### src/rtl/mc_control.sv
// mc_control: control unit for a multicycle MIPS datapath.
// A Moore FSM steps each instruction through fetch, decode, execute, memory
// and writeback, and drives the shared-datapath muxes and enables.
// Supported instructions: R-type, lw, sw, beq, bne, addi and j.
//
// Optional feature, selected by the macro MC_ILLEGAL_TRAP_EN:
//   defined   - an unknown opcode parks the FSM in TRAP and sets the sticky
//               illegal flag; only reset leaves TRAP.
//   undefined - an unknown opcode retires as a two-cycle NOP and illegal is
//               tied to 0.
//
// Ports:
//   clk, rst_n        clock (rising edge) and async active-low reset
//   start             leaves IDLE and begins fetching
//   opcode            instruction bits [31:26], sampled in DECODE
//   mem_ready         memory completes the current read or write this cycle
//   alu_zero          ALU zero flag
//   pc_en ... pc_source  datapath controls
//   instr_done        pulse in the last cycle of each instruction
//   instr_count       retired-instruction count (wraps)
//   illegal           sticky illegal-opcode flag
module mc_control #(
    parameter int          CNT_W    = 32,
    parameter logic [5:0]  OP_RTYPE = 6'h00,
    parameter logic [5:0]  OP_LW    = 6'h23,
    parameter logic [5:0]  OP_SW    = 6'h2B,
    parameter logic [5:0]  OP_BEQ   = 6'h04,
    parameter logic [5:0]  OP_BNE   = 6'h05,
    parameter logic [5:0]  OP_ADDI  = 6'h08,
    parameter logic [5:0]  OP_J     = 6'h02
) (
    input  logic             clk,
    input  logic             rst_n,
    input  logic             start,
    input  logic [5:0]       opcode,
    input  logic             mem_ready,
    input  logic             alu_zero,
    output logic             pc_en,
    output logic             iord,
    output logic             mem_read,
    output logic             mem_write,
    output logic             ir_write,
    output logic             reg_write,
    output logic             reg_dst,
    output logic             mem_to_reg,
    output logic             alu_src_a,
    output logic [1:0]       alu_src_b,
    output logic [1:0]       alu_op,
    output logic [1:0]       pc_source,
    output logic             instr_done,
    output logic [CNT_W-1:0] instr_count,
    output logic             illegal
);

    localparam logic [3:0] S_IDLE   = 4'd0;
    localparam logic [3:0] S_FETCH  = 4'd1;
    localparam logic [3:0] S_DECODE = 4'd2;
    localparam logic [3:0] S_MEMADR = 4'd3;
    localparam logic [3:0] S_MEMRD  = 4'd4;
    localparam logic [3:0] S_MEMWB  = 4'd5;
    localparam logic [3:0] S_MEMWR  = 4'd6;
    localparam logic [3:0] S_RTEX   = 4'd7;
    localparam logic [3:0] S_RTWB   = 4'd8;
    localparam logic [3:0] S_ADDIWB = 4'd9;
    localparam logic [3:0] S_BRANCH = 4'd10;
    localparam logic [3:0] S_JUMP   = 4'd11;
`ifdef MC_ILLEGAL_TRAP_EN
    localparam logic [3:0] S_TRAP   = 4'd12;
`endif

    logic [3:0]       state_r;
    logic [3:0]       next_s;
    logic [5:0]       op_r;
    logic [CNT_W-1:0] count_r;
    logic             pc_write_s;
    logic             pc_write_cond_s;
    logic             branch_ne_s;
    logic             done_s;

    // Next-state and Moore output decode; unlisted controls stay 0.
    always_comb begin
        next_s          = state_r;
        pc_write_s      = 1'b0;
        pc_write_cond_s = 1'b0;
        iord            = 1'b0;
        mem_read        = 1'b0;
        mem_write       = 1'b0;
        ir_write        = 1'b0;
        reg_write       = 1'b0;
        reg_dst         = 1'b0;
        mem_to_reg      = 1'b0;
        alu_src_a       = 1'b0;
        alu_src_b       = 2'b00;
        alu_op          = 2'b00;
        pc_source       = 2'b00;
        done_s          = 1'b0;
        case (state_r)
            S_IDLE: begin
                if (start) begin
                    next_s = S_FETCH;
                end else begin
                    next_s = S_IDLE;
                end
            end
            S_FETCH: begin
                // PC+4 is computed every cycle but only committed with the IR.
                mem_read   = 1'b1;
                alu_src_b  = 2'b01;
                ir_write   = mem_ready;
                pc_write_s = mem_ready;
                if (mem_ready) begin
                    next_s = S_DECODE;
                end else begin
                    next_s = S_FETCH;
                end
            end
            S_DECODE: begin
                // Branch target is precomputed into ALUOut here.
                alu_src_b = 2'b11;
                case (opcode)
                    OP_LW, OP_SW, OP_ADDI: next_s = S_MEMADR;
                    OP_RTYPE:              next_s = S_RTEX;
                    OP_BEQ, OP_BNE:        next_s = S_BRANCH;
                    OP_J:                  next_s = S_JUMP;
                    default: begin
`ifdef MC_ILLEGAL_TRAP_EN
                        next_s = S_TRAP;
`else
                        next_s = S_FETCH;
                        done_s = 1'b1;
`endif
                    end
                endcase
            end
            S_MEMADR: begin
                alu_src_a = 1'b1;
                alu_src_b = 2'b10;
                case (op_r)
                    OP_LW:   next_s = S_MEMRD;
                    OP_SW:   next_s = S_MEMWR;
                    default: next_s = S_ADDIWB;
                endcase
            end
            S_MEMRD: begin
                mem_read = 1'b1;
                iord     = 1'b1;
                if (mem_ready) begin
                    next_s = S_MEMWB;
                end else begin
                    next_s = S_MEMRD;
                end
            end
            S_MEMWB: begin
                reg_write  = 1'b1;
                mem_to_reg = 1'b1;
                done_s     = 1'b1;
                next_s     = S_FETCH;
            end
            S_MEMWR: begin
                mem_write = 1'b1;
                iord      = 1'b1;
                if (mem_ready) begin
                    next_s = S_FETCH;
                    done_s = 1'b1;
                end else begin
                    next_s = S_MEMWR;
                end
            end
            S_RTEX: begin
                alu_src_a = 1'b1;
                alu_op    = 2'b10;
                next_s    = S_RTWB;
            end
            S_RTWB: begin
                reg_write = 1'b1;
                reg_dst   = 1'b1;
                done_s    = 1'b1;
                next_s    = S_FETCH;
            end
            S_ADDIWB: begin
                reg_write = 1'b1;
                done_s    = 1'b1;
                next_s    = S_FETCH;
            end
            S_BRANCH: begin
                alu_src_a       = 1'b1;
                alu_op          = 2'b01;
                pc_source       = 2'b01;
                pc_write_cond_s = 1'b1;
                done_s          = 1'b1;
                next_s          = S_FETCH;
            end
            S_JUMP: begin
                pc_write_s = 1'b1;
                pc_source  = 2'b10;
                done_s     = 1'b1;
                next_s     = S_FETCH;
            end
`ifdef MC_ILLEGAL_TRAP_EN
            S_TRAP: begin
                next_s = S_TRAP;
            end
`endif
            default: begin
                next_s = S_IDLE;
            end
        endcase
    end

    // bne inverts the sense of the zero flag for the conditional PC write.
    assign branch_ne_s = (op_r == OP_BNE);
    assign pc_en       = pc_write_s | (pc_write_cond_s & (alu_zero ^ branch_ne_s));
    assign instr_done  = done_s;
    assign instr_count = count_r;

    // State register.
    always_ff @(posedge clk or negedge rst_n) begin
        if (!rst_n) begin
            state_r <= S_IDLE;
        end else begin
            state_r <= next_s;
        end
    end

    // Opcode latch; later states decode the copy taken in DECODE.
    always_ff @(posedge clk or negedge rst_n) begin
        if (!rst_n) begin
            op_r <= 6'h00;
        end else if (state_r == S_DECODE) begin
            op_r <= opcode;
        end
    end

    // Retired-instruction counter, wraps silently.
    always_ff @(posedge clk or negedge rst_n) begin
        if (!rst_n) begin
            count_r <= {CNT_W{1'b0}};
        end else if (done_s) begin
            count_r <= count_r + {{(CNT_W-1){1'b0}}, 1'b1};
        end
    end

`ifdef MC_ILLEGAL_TRAP_EN
    logic illegal_r;

    // Sticky illegal flag, raised together with entry into TRAP.
    always_ff @(posedge clk or negedge rst_n) begin
        if (!rst_n) begin
            illegal_r <= 1'b0;
        end else if (next_s == S_TRAP) begin
            illegal_r <= 1'b1;
        end
    end

    assign illegal = illegal_r;
`else
    assign illegal = 1'b0;
`endif

endmodule

### config.mk
export PLATFORM = sky130hd
export DESIGN_NAME = mc_control
export DESIGN_NICKNAME = d
export VERILOG_FILES = /design/src/rtl/mc_control.sv
export SDC_FILE = /design/constraint.sdc
export NUM_CORES = 1
export LEC_CHECK = 0
export BUFFER_PORTS_ARGS = -buffer_cell sky130_fd_sc_hd__clkbuf_2
export CORE_ASPECT_RATIO = 0.75
export CORE_MARGIN = 2
export CORE_UTILIZATION = 35
export CTS_CLUSTER_DIAMETER = 30
export DETAILED_ROUTE_END_ITERATION = 8
export HOLD_SLACK_MARGIN = 0.05
export PLACE_DENSITY = 0.66
export SLEW_MARGIN = 20
export SYNTH_ARGS = -nofsm -noshare
export SYNTH_HDL_FRONTEND = slang
export SYNTH_SLANG_ARGS = --single-unit
export TNS_END_PERCENT = 50
### constraint.sdc
create_clock -name clk -period 2.99 [get_ports clk]
set_clock_uncertainty 0.1 [all_clocks]
set_input_delay 0.4485 -clock clk [delete_from_list [all_inputs] [get_ports clk]]
set_output_delay 0.4485 -clock clk [all_outputs]
set_load 0.03 [all_outputs]
# --- After elaboration in Yosys (flattened, before gate mapping) ---
# Cells that the tools add are included.
word_totals:
  in_bits: 11
  regBits: 42
  elab_cells: 60
  memories: 0
  out_inout_bits: 49
  mem_bits_ro: 0
  ramBits: 0
  latch_bits: 0
classes:
  shifts: 0
  div: 0
  n_mul: 0
  magnitude_cmp: 0
  n_reduce_logical: 10
  n_eq_ne: 20
  bitwise_logic: 3
  add_sub_neg: 1
  muxes: 23
ops:
  columns: ["cell", "n"]
  rows:
  - ["$add A32 B1 Y32 const B", 1]
  - ["$pmux W4 S8", 1]
  - ["$eq A6 B6 Y1 const B", 4]
  - ["$eq A6 B3 Y1 const B", 3]
  - ["$eq A4 B3 Y1 const B", 4]
  - ["$eq A4 B4 Y1 const B", 4]
  - ["$pmux W4 S4", 1]
  - ["$mux W1", 13]
  - ["$reduce_or A3 Y1", 3]
  - ["$eq A4 B2 Y1 const B", 2]
  - ["$pmux W2 S2", 2]
  - ["$pmux W4 S2", 1]
  - ["$reduce_or A7 Y1", 1]
  - ["$eq A6 B2 Y1 const B", 1]
  - ["$eq A6 B4 Y1 const B", 1]
  - ["$logic_not A6 Y1", 1]
  - ["$pmux W2 S3", 1]
  - ["$reduce_or A2 Y1", 3]
  - ["$reduce_or A5 Y1", 1]
  - ["$eq A4 B1 Y1 const B", 1]
  - ["$logic_not A4 Y1", 1]
  - ["$mux W3", 1]
  - ["$pmux W1 S3", 1]
  - ["$mux W2", 1]
  - ["4 further kinds", 4]

# --- Longest topological paths before layout ---
depth:
  word_depth: 4
  depth_mapped: 8
  depth_no_buf: 6

# --- Least setup slack after synthesis ---
# OpenSTA, ideal clock, no wires.
synth_timing:
  path_kind: "reg-to-output"
  from: "register state_r[2]"
  to: "output ir_write"
  arrival_ps: 1812
  required_time_ps: 2442
  path_stages_with_launch: 4
  n_path_buf: 2
  slack_ps: 629
  cell_sequence: "dfrtp_1 clkbuf_1 clkbuf_1 nor4b_1"
synth_via:
  elab_chain_len: 2
synth_rtl:
  columns: ["element", "line", "text"]
  rows:
  - ["from (decl)", "71", "logic [3:0] state_r;"]
  - ["from (signal assigned)", "221", "state_r <= next_s;"]
  - ["$eq A4 B1 Y1", "97", "case (state_r)"]
  - ["$mux W1", "97", null]
  - ["to (decl)", "42", "output logic ir_write,"]
# No other way between the ends.

# --- Final worst setup path ---
layout_timing:
  from: "register state_r[0]"
  to: "output instr_done"
layout_via:
  elab_chain_len: 3
  elab_cells_between_ends: 9
  classes_between: "eq/ne (7); mux (1); reduce/logical (1)"
layout_rtl:
  columns: ["element", "line", "text"]
  rows:
  - ["$eq A4 B4 Y1 or $eq A4 B3 Y1 (tied branches)", "97", null]
  - ["$reduce_or A5 Y1 (no line)", null, null]
  - ["$pmux W1 S3 (*)", "97", null]
  - ["to (decl)", "50", "output logic instr_done,"]
# Every way passes the cells marked *; elsewhere a longest branch is shown, timed or not.

==> metrics.csv <==
stage,metric,value,unit
clock_tree,clkTransAtPathRegs,0.07,ns
drt,vias,1995,
flow_run,maxCapViolCount,0,
pwr,ir_worst_vdd,479.0,uV
clock_tree,cts_hold_buf,0,
grt,grt_max_degree,43,
cells_and_area,antenna_cells,0,
setup_path,reg2reg_slack,0.62,ns
synthesis,avgSynthCellArea,9.538,um2
clock_tree,cts_root_buffer,clkbuf_8,
synthesis,synth.distinct_cells,40,
setup_path,crit_path_end_kind,primary output,
timing,drv_slew,0,
clock_tree,cts_resized,0,
timing,fin_crit,2.628,ns
cells_and_area,multiInputGateArea,0.001161,mm2
synthesis,synth_area_leaders,"dfrtp_1 (46%), xor2_1 (9.6%), nor4_1 (4.9%), nand2_1 (3.5%), nor2_1 (3.5%)",
synthesis,synth_fa_ha_area_share,0.5488,%
floorplanning,die_x,97.19,um
clock_tree,clockBufferDepth,2,
timing,slew_headroom,35.67,%
setup_path,worst_setup_path_start_kind,flip-flop,
status,status,"finished, final reports clean",
setup_path,cp_data_arrival_time,2.08,ns
floorplanning,die_h,73.90,um
timing,setup_viol,0,
grt,overflow,0,
floorplanning,core,0.006287,mm2
cells_and_area,finish.net_count,306,
setup_path,criticalPathCategory,reg -> out,
pwr,pwr_density_cell,770.9,mW/mm2
synthesis,ys.flop_type,dfrtp_1,
grt,antenna_found_initial,0,
grt,grt_use_total,16.00,%
setup_path,path_max_fanout,14,
worst_hold_path,hold_class,in -> async,
cells_and_area,postLayoutCoreUtil,43.28,%
cells_and_area,area_growth,19.37,%
cells_and_area,num-fill-cells,610,
synthesis,synth.largest_area_cell,dfrtp_1,
timing,fmax,380.6,MHz
synthesis,synth_mux_area_share,3.348,%
setup_path,reg2reg_depth,6,
synthesis,synthArstFlopShare,100.0,%
timing,final.period_utilization,87.88,%
synthesis,synth_edf_count,0,
setup_path,r2r-end,instr_count[9],
clock_tree,cts_made_buffers,5,
synthesis,synth_commonest_cells,"dfrtp_1 (42), xor2_1 (25), nand2_1 (21), nor2_1 (21), nor4_1 (18)",
synthesis,synth_xor_area_share,12.68,%
clock_tree,post_cts_buffers,0,
drt,postRouteAntennaNets,0,
pwr,p_leak,1.223,nW
drt,dr.pass1.iters,4,
synthesis,yosysMostFrequentCell,dfrtp_1,
grt,grt_pass1_wl,9.239,mm
synthesis,ys_seq_elements,42,
synthesis,syn-instance-count,239,
synthesis,synth.net_count,251,
floorplanning,die-area,0.007182,mm2
setup_path,r2r-start,state_r[0],
grt,grt_pass1_vias,1863,
placement,place_hpwl,3.973,mm
floorplanning,start_util,36.26,%
clock_tree,insertion_delay,0.29,ns
synthesis,synth_top_family_by_area,simple AND/OR/NAND/NOR gates,
synthesis,synth.top_cell.area_share,46.10,%
synthesis,synthSimpleGateAreaFrac,28.10,%
timing,hold_viol_final,0,
placement,gp_congestion,0.8559,
cells_and_area,seq_area,0.001051,mm2
drt,wl_per_cell,14.64,um
setup_path,cp.required,2.44,ns
synthesis,netlist_area,0.002280,mm2
clock_tree,clock-sinks,42,
clock_tree,ctsHtreeMaxLevel,2,
timing,rsz0062_at_grt,no,
clock_tree,cts_tree,yes,
placement,io_buffers,58,
floorplanning,num_io_pins,60,
drt,vias_per_cell,5.320,
synthesis,ys_warn_count,0,
timing,worst-slew-pin-transition,0.9650,ns
cells_and_area,drive_gt1_share,24.83,%
timing,setup-tns-final,0,ns
floorplanning,rows,25,
drt,wl,5.491,mm
synthesis,ys_seq_area_share,46.10,%
synthesis,synth_compound_area_share,5.543,%
drt,dr.first_iter.drc_count,103,
drt,route.detailed.drc,0,
[worst max-delay path, cell delays in order, from the launching register on]
cell and delay [ns]:
dfrtp_1 0.61, nand2b_1 0.36, a21oi_1 0.12, a2111oi_4 0.37
inv_2 0.13, clkbuf_2 0.20
[flip-flops by register name, summed over array words and instances (netlist names)]
register	flops
state_r	4
instr_count	32
op_r	6
[placed cells by master, fill, tap and decap left out, drive strengths merged, types with 8 or more instances in the layout]
| cell | count |
|---|---|
| xnor2 | 8 |
| nand2 | 21 |
| xor2 | 25 |
| nand3 | 10 |
| nand4 | 9 |
| nor4 | 18 |
| nor3 | 12 |
| dfrtp | 42 |
| clkbuf | 64 |
| nor2 | 21 |
| nand2b | 10 |
[through the flow]
stage | hold slack (ns) | worst slack (ns) | total power (W) | std cells | instance area, um2
5_1_grt | 0.2900 | 0.1910 | 0.002238 | 375 | 2721
2_1_floorplan | 0.05291 | 0.6290 | 0.001518 | 239 | 2280
3_3_place_gp | 0.3627 | 0.4687 | 0.001753 | 368 | 2645
3_5_place_dp | 0.3747 | 0.4985 | 0.001767 | 368 | 2645
6_report | 0.2128 | 0.3623 | 0.002098 | 375 | 2721
4_1_cts | 0.2793 | 0.3495 | 0.002113 | 375 | 2721
[final cells by class]
class | count | area share [%]
inverter | 5 | 0.6897
sequential | 42 | 38.62
clock buffer | 7 | 2.805
timing repair buffer | 61 | 11.49
multi-input combinational | 179 | 42.67
tap | 81 | 3.724
[worst max-delay path by stage]
stage / to / startpoint / cells past startpoint / slack (ns)
floorplan: ir_write / state_r[2] / 3 / 0.63
global placement: instr_count[24] / opcode[1] / 7 / 0.47
detailed placement: instr_count[24] / opcode[1] / 7 / 0.50
CTS: instr_done / state_r[0] / 5 / 0.35
global route: instr_done / state_r[0] / 5 / 0.19
finish: instr_done / state_r[0] / 5 / 0.36
[cells by family after synthesis]
kind of cell               Yosys count
buffers and inverters               18
muxes                                7
other                                1
and+or+nand+nor                    120
xor gates and xnor gates            33
adders and majority gates            1
DFF                                 42
AOI/OAI and AO/OA                   17
[power breakdown]
group / internal, W / switching [W] / total, W
sequential: 0.000684 / 0.000161 / 0.000845
combinational: 0.000307 / 0.000604 / 0.000911
clock: 0.000161 / 0.000181 / 0.000342
total: 0.00115 / 0.000946 / 0.00210
[per-layer routing]
metal  GRT usage, %  up-vias  wire (um)
met4          3.286        0         27
li1               -      961          -
met5              0        -          0
met3          3.996        5        293
met1          23.90      968       2903
met2          23.53       61       2266
Note: power is estimated with default switching activity, not from simulation.
